[config.mk]
export PLATFORM = sky130hd
export DESIGN_NAME = rr_grant_arbiter8_flat
export DESIGN_NICKNAME = d
export VERILOG_FILES = /design/src/rtl/rr_grant_arbiter8_if.sv /design/src/rtl/rr_grant_arbiter8.sv /design/src/flat_wrapper.sv
export SDC_FILE = /design/constraint.sdc
export NUM_CORES = 1
export LEC_CHECK = 0
export ABC_AREA = 1
export BUFFER_PORTS_ARGS = -buffer_cell sky130_fd_sc_hd__buf_4
export CAP_MARGIN = 10
export CORE_MARGIN = 5
export CORE_UTILIZATION = 60
export CTS_CLUSTER_DIAMETER = 200
export DETAILED_ROUTE_END_ITERATION = 8
export PLACE_DENSITY = 0.86
export SYNTH_ARGS = -nofsm -noshare
export SYNTH_HDL_FRONTEND = slang
export SYNTH_SLANG_ARGS = --single-unit
[constraint.sdc]
create_clock -name clk -period 3.4 [get_ports clk]
set_input_delay 0.34 -clock clk [delete_from_list [all_inputs] [get_ports clk]]
set_output_delay 0.34 -clock clk [all_outputs]
set_load 0.005 [all_outputs]
[src/rtl/rr_grant_arbiter8_if.sv]
// Request/grant bundle between eight requesters and the round-robin arbiter.
// The master side drives requests; the slave side (arbiter) drives the grant.
interface rr_grant_arbiter8_if #(
    parameter int N    = 8,
    parameter int IDXW = 3
);
    logic [N-1:0]    req;
    logic [N-1:0]    grant;
    logic [IDXW-1:0] grant_idx;
    logic            grant_valid;
    logic            preempt;

    modport master (
        output req,
        input  grant, grant_idx, grant_valid, preempt
    );

    modport slave (
        input  req,
        output grant, grant_idx, grant_valid, preempt
    );
endinterface

[src/rtl/rr_grant_arbiter8.sv]
// Eight-way round-robin arbiter with registered one-hot grant, encoded index,
// hold-while-requested ownership and optional forced preemption after MAX_HOLD cycles.
module rr_grant_arbiter8 #(
    parameter int N        = 8,
    parameter int IDXW     = 3,
    parameter int MAX_HOLD = 4
) (
    input logic                clk,
    input logic                rst,
    rr_grant_arbiter8_if.slave bus
);

    typedef enum logic {IDLE = 1'b0, BUSY = 1'b1} state_t;

    state_t          state_q, state_d;
    logic [N-1:0]    grant_q, grant_d;
    logic [IDXW-1:0] idx_q, idx_d;
    logic [IDXW-1:0] ptr_q, ptr_d;
    logic [7:0]      hold_q, hold_d;
    logic            vld_q, vld_d;
    logic            preempt_q, preempt_d;

    logic            own_req;
    logic            expired;
    logic [IDXW-1:0] rot_ptr;
    logic [IDXW:0]   win_cur;
    logic [IDXW:0]   win_rot;

    // {found, index} of the first set request scanning upward from p, wrapping.
    function automatic logic [IDXW:0] pick(input logic [N-1:0] r, input logic [IDXW-1:0] p);
        logic [IDXW-1:0] pos;
        pick = '0;
        for (int i = N - 1; i >= 0; i--) begin
            pos = p + IDXW'(i);
            if (r[pos]) pick = {1'b1, pos};
        end
    endfunction

    assign own_req = bus.req[idx_q];
    assign expired = (MAX_HOLD != 0) && (int'(hold_q) >= MAX_HOLD);
    assign rot_ptr = idx_q + IDXW'(1);
    assign win_cur = pick(bus.req, ptr_q);
    assign win_rot = pick(bus.req, rot_ptr);

    always_ff @(posedge clk) begin
        if (rst) begin
            state_q   <= IDLE;
            grant_q   <= '0;
            idx_q     <= '0;
            ptr_q     <= '0;
            hold_q    <= '0;
            vld_q     <= 1'b0;
            preempt_q <= 1'b0;
        end else begin
            state_q   <= state_d;
            grant_q   <= grant_d;
            idx_q     <= idx_d;
            ptr_q     <= ptr_d;
            hold_q    <= hold_d;
            vld_q     <= vld_d;
            preempt_q <= preempt_d;
        end
    end

    always_comb begin
        state_d = state_q;
        case (state_q)
            IDLE: if (|bus.req) state_d = BUSY;
            BUSY: if (!own_req && !(|bus.req)) state_d = IDLE;
            default: state_d = IDLE;
        endcase
    end

    always_comb begin
        grant_d   = grant_q;
        idx_d     = idx_q;
        ptr_d     = ptr_q;
        hold_d    = hold_q;
        preempt_d = 1'b0;
        case (state_q)
            IDLE: begin
                if (win_cur[IDXW]) begin
                    grant_d                     = '0;
                    grant_d[win_cur[IDXW-1:0]] = 1'b1;
                    idx_d                       = win_cur[IDXW-1:0];
                    hold_d                      = 8'd1;
                end
            end
            BUSY: begin
                if (own_req && !expired) begin
                    hold_d = (hold_q == 8'hFF) ? hold_q : hold_q + 8'd1;
                end else begin
                    // Release or expiry: owner drops to lowest priority, hand over in the same edge.
                    ptr_d = rot_ptr;
                    if (win_rot[IDXW]) begin
                        grant_d                     = '0;
                        grant_d[win_rot[IDXW-1:0]] = 1'b1;
                        idx_d                       = win_rot[IDXW-1:0];
                        hold_d                      = 8'd1;
                        preempt_d                   = own_req && (win_rot[IDXW-1:0] != idx_q);
                    end else begin
                        grant_d = '0;
                        hold_d  = '0;
                    end
                end
            end
            default: begin
                grant_d = '0;
                hold_d  = '0;
            end
        endcase
        vld_d = |grant_d;
    end

    assign bus.grant       = grant_q;
    assign bus.grant_idx   = idx_q;
    assign bus.grant_valid = vld_q;
    assign bus.preempt     = preempt_q;

endmodule

[src/flat_wrapper.sv]
// flat-port wrapper written by rule: the top's interface ports become plain ports
module rr_grant_arbiter8_flat 
#(
    parameter int N        = 8,
    parameter int IDXW     = 3,
    parameter int MAX_HOLD = 4
)
  (clk, rst, bus_req, bus_grant, bus_grant_idx, bus_grant_valid, bus_preempt);
  rr_grant_arbiter8_if #(.N(N), .IDXW(IDXW)) bus_i ();
  input logic clk;
  input logic rst;
  input wire logic [$bits(bus_i.req)-1:0] bus_req;
  output wire logic [$bits(bus_i.grant)-1:0] bus_grant;
  output wire logic [$bits(bus_i.grant_idx)-1:0] bus_grant_idx;
  output wire logic [$bits(bus_i.grant_valid)-1:0] bus_grant_valid;
  output wire logic [$bits(bus_i.preempt)-1:0] bus_preempt;
  assign bus_i.req = bus_req;
  assign bus_grant = bus_i.grant;
  assign bus_grant_idx = bus_i.grant_idx;
  assign bus_grant_valid = bus_i.grant_valid;
  assign bus_preempt = bus_i.preempt;
  rr_grant_arbiter8 #(.N(N), .IDXW(IDXW), .MAX_HOLD(MAX_HOLD)) u_core (.clk(clk), .rst(rst), .bus(bus_i));
endmodule
Word-level counts from Yosys, hierarchy flattened
Cells that the tools add are included.
Storage, ports and cells
  bits in registers: 25
  output and inout bits: 13
Operators by class
  order comparisons: 22
  eq/ne operators: 6
  reduce and logical (&&, ||, !) cells: 14
  bitwise logic cells: 3
  add/sub/neg operators: 16
  muxes and demuxes: 70
Operators by type and width (number)
  $lt 3x4->1 const B: 19
  $mux 4: 16
  $bmux 1 s3: 17
  $mux 8: 6
  $pmux 8 s2: 2
  $add 3x3->3 const B: 8
  $mux 1: 22
  $reduce_or 8->1: 2
  $add 3x2->3 const B: 4
  $add 3x1->3 const B: 3
  $mux 3: 3
  $add 8x1->8 const B: 1
  $eq 8x8->1 const B: 1
  $ge 8x3->1 const B: 1
  $demux 1 s3: 2
  $ge 3x1->1 const B: 2
  $pmux 3 s2: 1
  $logic_and 1x1->1: 5
  $ne 2x2->1 const B: 2
  $reduce_and 2->1: 2
  $reduce_or 4->1: 1
  $logic_not 1->1: 3
  $ne 3x3->1: 1
  $ne 3x3->1 const B: 1
  4 further kinds: 6

Depth between registers and ports, before layout
Gate-level depths: netlist (run 1).
  word-level depth: 20
  mapped depth: 26

Worst setup path before layout (run 1)
Ideal clock, no wire load.
  kind: reg-to-reg
  start: register u_core.idx_q[0] (netlist: u_core.bus.grant_idx[0])
  end: register u_core.vld_q (netlist: u_core.bus.grant_valid)
  setup time: 0.131 ns
  cell stages (with the launch flop): 27
  slack: 0.751 ns
  required time: 3.269 ns
  arrival time: 2.518 ns
  period minus slack after synthesis: 2.649 ns
  cells stage by stage: dfxtp_1 -> buf_6 -> inv_4 -> buf_8 -> ha_1 -> inv_2 -> nand2_1 -> nand2_1 -> nand2_1 -> nand2_1 -> nand2_2 -> nand2_2 -> nor2_1 -> nand2_1 -> nand3_1 -> nand2_1 -> nand2_1 -> nand2_1 -> nand2_2 -> nand2_4 -> nand2_4 -> nand3_1 -> nand2_1 -> nand2_1 -> nand2_1 -> nor2_1 -> a21oi_2
Between the ends
  word-level cells in the longest chain between the ends: 20
  elaborated cells between the ends (all ways): 44
  classes of those cells: add/sub: 8; order compare: 2; mux: 31; reduce/logical: 3
Ends and longest elaborated chain
  from (decl): RTL line rr_grant_arbiter8.sv:17  | logic [IDXW-1:0] idx_q, idx_d;
  from (signal assigned): RTL line rr_grant_arbiter8.sv:57  | idx_q <= idx_d;
  $add 3x1->3 (*): RTL line rr_grant_arbiter8.sv:41  | assign rot_ptr = idx_q + IDXW'(1);
  named net u_core.rot_ptr[0]: RTL line rr_grant_arbiter8.sv:25  | logic [IDXW-1:0] rot_ptr;
  $add 3x3->3: RTL line rr_grant_arbiter8.sv:34  | pos = p + IDXW'(i);
  $bmux 1 s3: RTL line rr_grant_arbiter8.sv:35  | if (r[pos]) pick = {1'b1, pos};
  $mux 1 (implied by the code): RTL line rr_grant_arbiter8.sv:35
  $mux 4 (7 in series): RTL line rr_grant_arbiter8.sv:35
  $mux 4 (*): RTL line rr_grant_arbiter8.sv:35
  $lt 3x4->1 (implied by the code) / $ge 3x1->1 (equally long branches): RTL line rr_grant_arbiter8.sv:97  | grant_d[win_rot[IDXW-1:0]] = 1'b1;
  $logic_and 1x1->1 (implied by the code): RTL line rr_grant_arbiter8.sv:97
  $mux 1 (implied by the code): RTL line rr_grant_arbiter8.sv:97
  $demux 1 s3
  $mux 8 (*): RTL line rr_grant_arbiter8.sv:95  | if (win_rot[IDXW]) begin
  $mux 8 (*): RTL line rr_grant_arbiter8.sv:90  | if (own_req && !expired) begin
  $pmux 8 s2 (*): RTL line rr_grant_arbiter8.sv:80  | case (state_q)
  $reduce_or 8->1 (*): RTL line rr_grant_arbiter8.sv:112  | vld_d = |grant_d;
  to (signal assigned): RTL line rr_grant_arbiter8.sv:60  | vld_q <= vld_d;
  to (decl): RTL line rr_grant_arbiter8.sv:20  | logic vld_q, vld_d;
The timed path passes the listed nets; every way through them passes the cells marked *. The select of a mux whose other input is x is not followed.
A chain may end at the register's enable or synchronous reset.

Final worst setup path (run 1)
  start: register u_core.ptr_q[1]
  end: register u_core.vld_q (netlist: u_core.bus.grant_valid)
Between the ends
  word-level cells in the longest chain between the ends: 18
  elaborated cells between the ends (all ways): 39
  classes of those cells: add/sub: 7; order compare: 2; mux: 28; reduce/logical: 2
Ends and longest elaborated chain
  from (decl): RTL line rr_grant_arbiter8.sv:18  | logic [IDXW-1:0] ptr_q, ptr_d;
  from (signal assigned): RTL line rr_grant_arbiter8.sv:58  | ptr_q <= ptr_d;
  $add 3x3->3: RTL line rr_grant_arbiter8.sv:34
  $bmux 1 s3: RTL line rr_grant_arbiter8.sv:35
  $mux 1 (implied by the code): RTL line rr_grant_arbiter8.sv:35
  $mux 4 (7 in series): RTL line rr_grant_arbiter8.sv:35
  $mux 4 (*): RTL line rr_grant_arbiter8.sv:35
  $lt 3x4->1 (implied by the code) / $ge 3x1->1 (equally long branches): RTL line rr_grant_arbiter8.sv:84  | grant_d[win_cur[IDXW-1:0]] = 1'b1;
  $logic_and 1x1->1 (implied by the code): RTL line rr_grant_arbiter8.sv:84
  $mux 1 (implied by the code): RTL line rr_grant_arbiter8.sv:84
  $demux 1 s3
  $mux 8 (*): RTL line rr_grant_arbiter8.sv:82  | if (win_cur[IDXW]) begin
  $pmux 8 s2 (*): RTL line rr_grant_arbiter8.sv:80
  $reduce_or 8->1 (*): RTL line rr_grant_arbiter8.sv:112
Mark *: on every way between the ends. The rest lies on a longest branch, timed or not. The select of a mux whose other input is x is not followed.

==> impl_metrics.tcl, run 1 <==
set metrics [dict create \
    cp_common_cell "nand2_1" \
    layout-drive-gt1-share_pct 14.34 \
    path_clk_slew_ns 0.09 \
    nNetsFinal 519 \
    synthFlopType "dfxtp_1" \
    period_needed_ns 2.931 \
    p_int_mw 1.295 \
    dr.pass1.iters 5 \
    core-area_sq_um 4324 \
    power_frac_seq_pct 13.4 \
    crit_family "simple AND/OR/NAND/NOR gates" \
    postCtsSetupBuffers 0 \
    synth_fp_nets 504 \
    drt_iter0_markers 194 \
    cp_max_fo 9 \
    globalplace.congestion 0.9920 \
    cpPeakStageDelay_ns 0.45 \
    grt_antenna_before_repair 0 \
    synth_top_cell_by_area "nand2_1" \
    critPathArrivalTime_ns 3.10 \
    drt-total-wl_microns 6687 \
    cap_violations 0 \
    ios 23 \
    finalCritPeriodShare_pct 86.21 \
    synth_area_per_cell_sq_um 5.456 \
    clockPowerShare_pct 5.6 \
    yosysUniqueCellTypes 35 \
    clock_latency_ns 0.27 \
    antenna_cells 0 \
    yosysMostFrequentCell "nand2_1" \
    place_area_sq_um 2815 \
    track_usage_pct 23.12 \
    routed-via-count 2989 \
    start_util_pct 61.57 \
    stdcell_area_sq_um 2865 \
    areaGrowthSynthToFinish_pct 7.613 \
    ys_ff_latch 25 \
    fmax_mhz 341.2 \
    antenna_left 0 \
    switchingPower_mw 1.925 \
    slowest_stage "dfxtp_2" \
    p_per_area_nw_per_um2 1124 \
    finClkSkew_ns 0.004081 \
    status "finished, final reports clean" \
    pwr-share-comb_pct 80.9 \
    vias_per_cell 5.395 \
    io_buffers 22 \
    synth-edff-count 0 \
    slew_headroom_pct 47.09 \
    dieArea_sq_um 5870 \
    grt_max_degree 25 \
    rsz0062_at_grt "false" \
    dpl.hpwl_microns 5197 \
    yosysSeqAreaShare_pct 18.80 \
    cts_max_path_buffers 2 \
    hold_violations 0 \
    tightest_slew_ns 0.7926 \
    cp-end-kind "flop" \
    rows 24 \
    crit_path_start_kind "flop" \
    grt_pass1_wl_microns 11810 \
    place_ws_ns 0.3385 \
    grt_pass1_vias 2793 \
    report.final.setup_viol 0 \
    syn_inst 488 \
    slew_violations 0 \
    root_buffer "clkbuf_8" \
    fp.dieH_microns 76.62 \
    synthTopCellsByCount "nand2_1 (209), inv_1 (48), nand3_1 (47)" \
    numCtsBuffers 3 \
    path_cells "clkinvlp_4, ha_1, inv_1, o211ai_1, nand3_1, nand2_1, nor2_1, nand3_1, nand3_1, nand2_1, nand2_1, nand2_1, nand2_2, nand2_1, nand3_1, nand2_1, nand2_1, nand2_1, nor2_1, a21oi_2" \
    whs_ns 0.3803 \
    setup_tns_ns 0 \
    final.setup.worst_slack_ns 0.4689 \
    async_flop_share_pct 0 \
    p_leak_nw 1.592 \
    wl_per_cell_microns 12.07 \
    grt_overflow_total 0 \
    synth.cell_area_sq_um 2663 \
    synth.area.top_cells "nand2_1 (29%), dfxtp_1 (19%), nand3_1 (8.8%)" \
    setup.worst_path.class "flop to flop" \
    cts_tree "done" \
    hp-class "input port to flop" \
    die_x_microns 76.62 \
    yosys_warnings 0 \
    swShare_pct 59.79 \
    peakVddDrop_mv 0.6173 \
    clock_sinks 25 \
    netlist.area_leader.share_pct 29.46 \
    drc 0 \
    htree_levels 1 \
    worstPathRequired_ns 3.57 \
    cp_num_buf_inv 2 \
]
[worst reg2reg max path, delay by kind of cell (launching register included)]
kind | cells | cell delay (ns)
AO/OA/AOI/OAI | 2 | 0.21
adder cells (fa/ha/maj) | 1 | 0.43
buffers and inverters | 2 | 0.39
flip-flops | 1 | 0.45
AND/OR/NAND/NOR | 15 | 1.32
[cell families (layout without fill, tap and decap cells)]
family	count (synthesis)	in the layout	synth area share (%)
simple gates	319	319	51.74
buf+inv	77	91	12.83
compound gates	55	55	11.84
flops	25	25	18.80
fa+ha+maj	6	6	2.819
xor+xnor	6	6	1.974
[layout make-up]
type                       instances  area, sq um
tap                               52        65.06
timing repair buffer              26        195.2
sequential                        25        501.7
fill                             413         1459
clock buffer                       4        45.04
multi-input combinational        386         1821
inverter                          61        237.7
[cell usage in the layout (no fill, tap or decap), types with 2 or more instances in the layout]
| cell type | netlist | layout |
|---|---|---|
| inv_1 | 48 | 48 |
| nand3_1 | 47 | 47 |
| ha_1 | 6 | 6 |
| nand2_4 | 2 | 2 |
| nand2_1 | 209 | 209 |
| nand4_1 | 9 | 9 |
| nand2_2 | 19 | 19 |
| nand3_2 | 2 | 2 |
| o21bai_1 | 3 | 3 |
| o211ai_1 | 2 | 2 |
| o21ai_0 | 12 | 12 |
| inv_4 | 2 | 2 |
| xor2_1 | 5 | 5 |
| inv_2 | 10 | 10 |
| dfxtp_1 | 25 | 24 |
| a31oi_1 | 3 | 3 |
| nor2_1 | 22 | 22 |
| a21oi_1 | 29 | 29 |
| nor3_1 | 2 | 2 |
| clkbuf_8 | 0 | 3 |
| nor2_2 | 2 | 2 |
| buf_4 | 2 | 26 |
| o21ai_1 | 2 | 2 |
| nor4_1 | 3 | 3 |
[final timing paths]
check / endpoint / start / cells after the start / slack [ns]
hold reg to reg: u_core.hold_q[6]$_SDFFE_PP0P_ / u_core.hold_q[6]$_SDFFE_PP0P_ / 2 / 0.45
setup / recovery: u_core.bus.grant_valid$_SDFF_PP0_ / u_core.ptr_q[1]$_SDFFE_PP0P_ / 20 / 0.47
hold / removal: u_core.bus.grant_valid$_SDFF_PP0_ / rst / 2 / 0.38
setup reg to reg: u_core.bus.grant_valid$_SDFF_PP0_ / u_core.ptr_q[1]$_SDFFE_PP0P_ / 20 / 0.47
[stage by stage]
step	std cells	util (%)	power, mW
6_report	554	66.26	3.219
5_1_grt	554	66.26	3.606
4_1_cts	554	66.15	3.182
3_5_place_dp	550	65.10	2.993
3_3_place_gp	550	65.10	2.951
2_1_floorplan	488	-	2.495
[flip-flops by register name, summed over array words and instances (netlist names)]
name                    cells
u_core.bus.grant            8
u_core.hold_q               8
u_core.bus.grant_idx        3
u_core.ptr_q                3
u_core.bus.grant_valid      1
u_core.bus.preempt          1
u_core.state_q              1
[routing by layer]
| layer | routed length [microns] | track usage, % | share of wire (%) |
|---|---|---|---|
| met4 | 121 | 6.993 | 1.8 |
| met2 | 3178 | 41.18 | 48 |
| met1 | 3045 | 28.21 | 46 |
| met5 | 0 | 0 | 0 |
| met3 | 343 | 3.664 | 5.1 |
[power by group through the flow]
stage / Combinational, mW / Clock (mW) / Sequential (mW)
2_1_floorplan: 2.09 / 0 / 0.406
3_3_place_gp: 2.52 / 0 / 0.434
3_5_place_dp: 2.56 / 0 / 0.435
4_1_cts: 2.57 / 0.185 / 0.428
5_1_grt: 2.96 / 0.201 / 0.444
6_report: 2.61 / 0.181 / 0.432
[what timing repair did]
item / 4_1_cts / 5_1_grt
setup endpoints to repair: 0 / 1
hold buffers: 0 / 0
gates resized for setup: 0 / 2
endpoints found under the hold margin: 0 / 0
Power figures use the tool's default switching activity.
==> run 2: changes to the inputs <==
--- a/config.mk
+++ b/config.mk
@@ -12,6 +12,7 @@
 export CORE_UTILIZATION = 60
 export CTS_CLUSTER_DIAMETER = 200
 export DETAILED_ROUTE_END_ITERATION = 8
+export GPL_TIMING_DRIVEN = 0
 export PLACE_DENSITY = 0.86
 export SYNTH_ARGS = -nofsm -noshare
 export SYNTH_HDL_FRONTEND = slang
==> run 2 against run 1 <==
Compared with the run above:
- clock skew is 0.00055 ns lower
- sequential share of layout area down 0.48 points
- combinational power up 2%
- die area unchanged
- count of clock-buffer cells in the layout unchanged
- critical path type unchanged
- clock power fell by 3%
==> impl_metrics.tcl, run 2 (synthesis gave the netlist of run 1 again) <==
set metrics [dict create \
    switchingPower_mw 1.913 \
    reg2reg_from "u_core.bus.grant_idx[0]$_SDFFE_PP0P_" \
    status "finished, final reports clean" \
    rows 24 \
    timing.rr.end "u_core.bus.grant_valid$_SDFF_PP0_" \
    cts_resized 0 \
    grt_overflow_total 0 \
    fp.dieH_microns 76.62 \
    tightest_slew_ns 0.5433 \
    slew_headroom_pct 63.78 \
    reg2regPathDepth 23 \
    htree_levels 1 \
    setup.worst_path.class "flop to flop" \
    cpPeakStageDelay_ns 0.42 \
    rsz0062_at_grt "false" \
    fill_cells 427 \
    die_x_microns 76.62 \
    fmax_mhz 321.0 \
    peakVddDrop_mv 0.6608 \
    postCtsSetupBuffers 0 \
    clock_sinks 25 \
    numCtsBuffers 3 \
    clock_latency_ns 0.27 \
    crit_start "u_core.bus.grant_idx[0]$_SDFFE_PP0P_" \
    report.final.setup_viol 0 \
    nNetsFinal 531 \
    antenna_cells 0 \
    p_leak_nw 1.637 \
    path_cells "buf_6, inv_4, buf_8, ha_1, inv_2, nand2_1, nand2_1, nand2_1, nand3_1, nand2_2, nor2_2, nand3_2, nand2_2, inv_2, nand3_2, nand2_1, nor2_2, nand4_1, nand2_1, nand2_1, nand2_1, nor2_1, a21oi_2" \
    root_buffer "clkbuf_8" \
    slowest_stage "dfxtp_1" \
    r2r_setup_slack_ns 0.28 \
    power_frac_seq_pct 12.5 \
    cts_tree "done" \
    core-area_sq_um 4324 \
    worstPathRequired_ns 3.60 \
    layout-drive-gt1-share_pct 14.98 \
    p_per_area_nw_per_um2 1104 \
    areaGrowthSynthToFinish_pct 10.34 \
    slew_violations 0 \
    grt_pass1_vias 2794 \
    grt_max_degree 14 \
    hp-class "input port to flop" \
    dieArea_sq_um 5870 \
    finClkSkew_ns 0.003531 \
    cts_hold_buf 0 \
    antenna_left 0 \
    drt_iter0_markers 184 \
    drc 0 \
    wl_met1_microns 3143 \
    cts_max_path_buffers 2 \
    period_needed_ns 3.115 \
    wl_met3_microns 331 \
    cp-end-kind "flop" \
    start_util_pct 61.57 \
    critPathArrivalTime_ns 3.32 \
    wl_per_cell_microns 12.11 \
    p_int_mw 1.330 \
    setup_tns_ns 0 \
    grt_antenna_before_repair 0 \
    finalCritPeriodShare_pct 91.63 \
    hold_violations 0 \
    endpoint "u_core.bus.grant_valid$_SDFF_PP0_" \
    cap_violations 0 \
    wl_met2_microns 3261 \
    dpl.cell_count 562 \
    cp_common_cell "nand2_1" \
    swShare_pct 58.99 \
    highest_layer "met4" \
    ios 23 \
    cp_max_fo 10 \
    track_usage_pct 22.96 \
    io_buffers 22 \
    instances_no_fill 566 \
    globalplace.congestion 0.9535 \
    dpl.hpwl_microns 5464 \
    clockPowerShare_pct 5.4 \
    power_mw 3.242 \
    final_common_cell "nand2_1" \
    vias_per_cell 5.378 \
    pwr-share-comb_pct 82.1 \
    grt_pass1_wl_microns 11630 \
    final_cell_mix "nand2_1 (209), inv_1 (48), nand3_1 (47)" \
    drt-total-wl_microns 6854 \
    path_clk_slew_ns 0.08 \
    crit_path_start_kind "flop" \
    routed-via-count 3044 \
    dr.pass1.iters 5 \
]
-- run 2: cell type report --
type	count	area, sq um	area share [%]
multi-input cells	386	1821	61.97
flip-flops and latches	25	500.5	17.04
inverters	61	234.0	7.964
repair buffers	22	165.2	5.622
plain buffers	16	107.6	3.663
well taps	52	65.06	2.215
clock buffers	4	45.04	1.533
-- run 2: worst min path at each step --
stage,endpoint,startpoint,slack (ns),depth (start not counted)
2_1_floorplan,u_core.hold_q[6]$_SDFFE_PP0P_,u_core.hold_q[6]$_SDFFE_PP0P_,0.42,2
3_3_place_gp,u_core.hold_q[5]$_SDFFE_PP0P_,u_core.hold_q[5]$_SDFFE_PP0P_,0.43,2
3_5_place_dp,u_core.hold_q[5]$_SDFFE_PP0P_,u_core.hold_q[5]$_SDFFE_PP0P_,0.43,2
4_1_cts,u_core.ptr_q[2]$_SDFFE_PP0P_,rst,0.39,4
5_1_grt,u_core.ptr_q[2]$_SDFFE_PP0P_,rst,0.43,4
6_report,u_core.ptr_q[2]$_SDFFE_PP0P_,rst,0.39,4
-- run 2: worst max-delay path, delay by kind of cell, from the launching register on --
kind	cells	cell delay, ns
compound gates	1	0.11
fa+ha+maj	1	0.33
buf+inv	5	0.56
flops	1	0.42
simple gates	16	1.65
-- run 2: stage by stage --
step	setup slack [ns]	hold WS, ns	utilization, %	instance area [sq um]
after floorplan	0.7512	0.4183	-	2663
after global placement	0.3893	0.4269	66.90	2893
after detailed placement	0.3517	0.4291	66.90	2893
after CTS	0.3078	0.3941	67.94	2938
after global routing	0.01439	0.4341	67.94	2938
final	0.2846	0.3929	67.94	2938
-- run 2: routing by layer --
metal | vias to the layer above | global-route usage [%]
met2 | 86 | 40.41
met1 | 1361 | 28.98
met4 | 0 | 6.469
li1 | 1587 | -
met3 | 10 | 3.073
met5 | - | 0
-- run 2: power groups by stage --
stage,Clock (mW),Sequential (mW),Combinational (mW)
floorplan,0,0.406,2.09
global placement,0,0.411,2.55
detailed placement,0,0.412,2.62
CTS,0.178,0.407,2.64
global route,0.192,0.417,3.00
finish,0.176,0.406,2.66
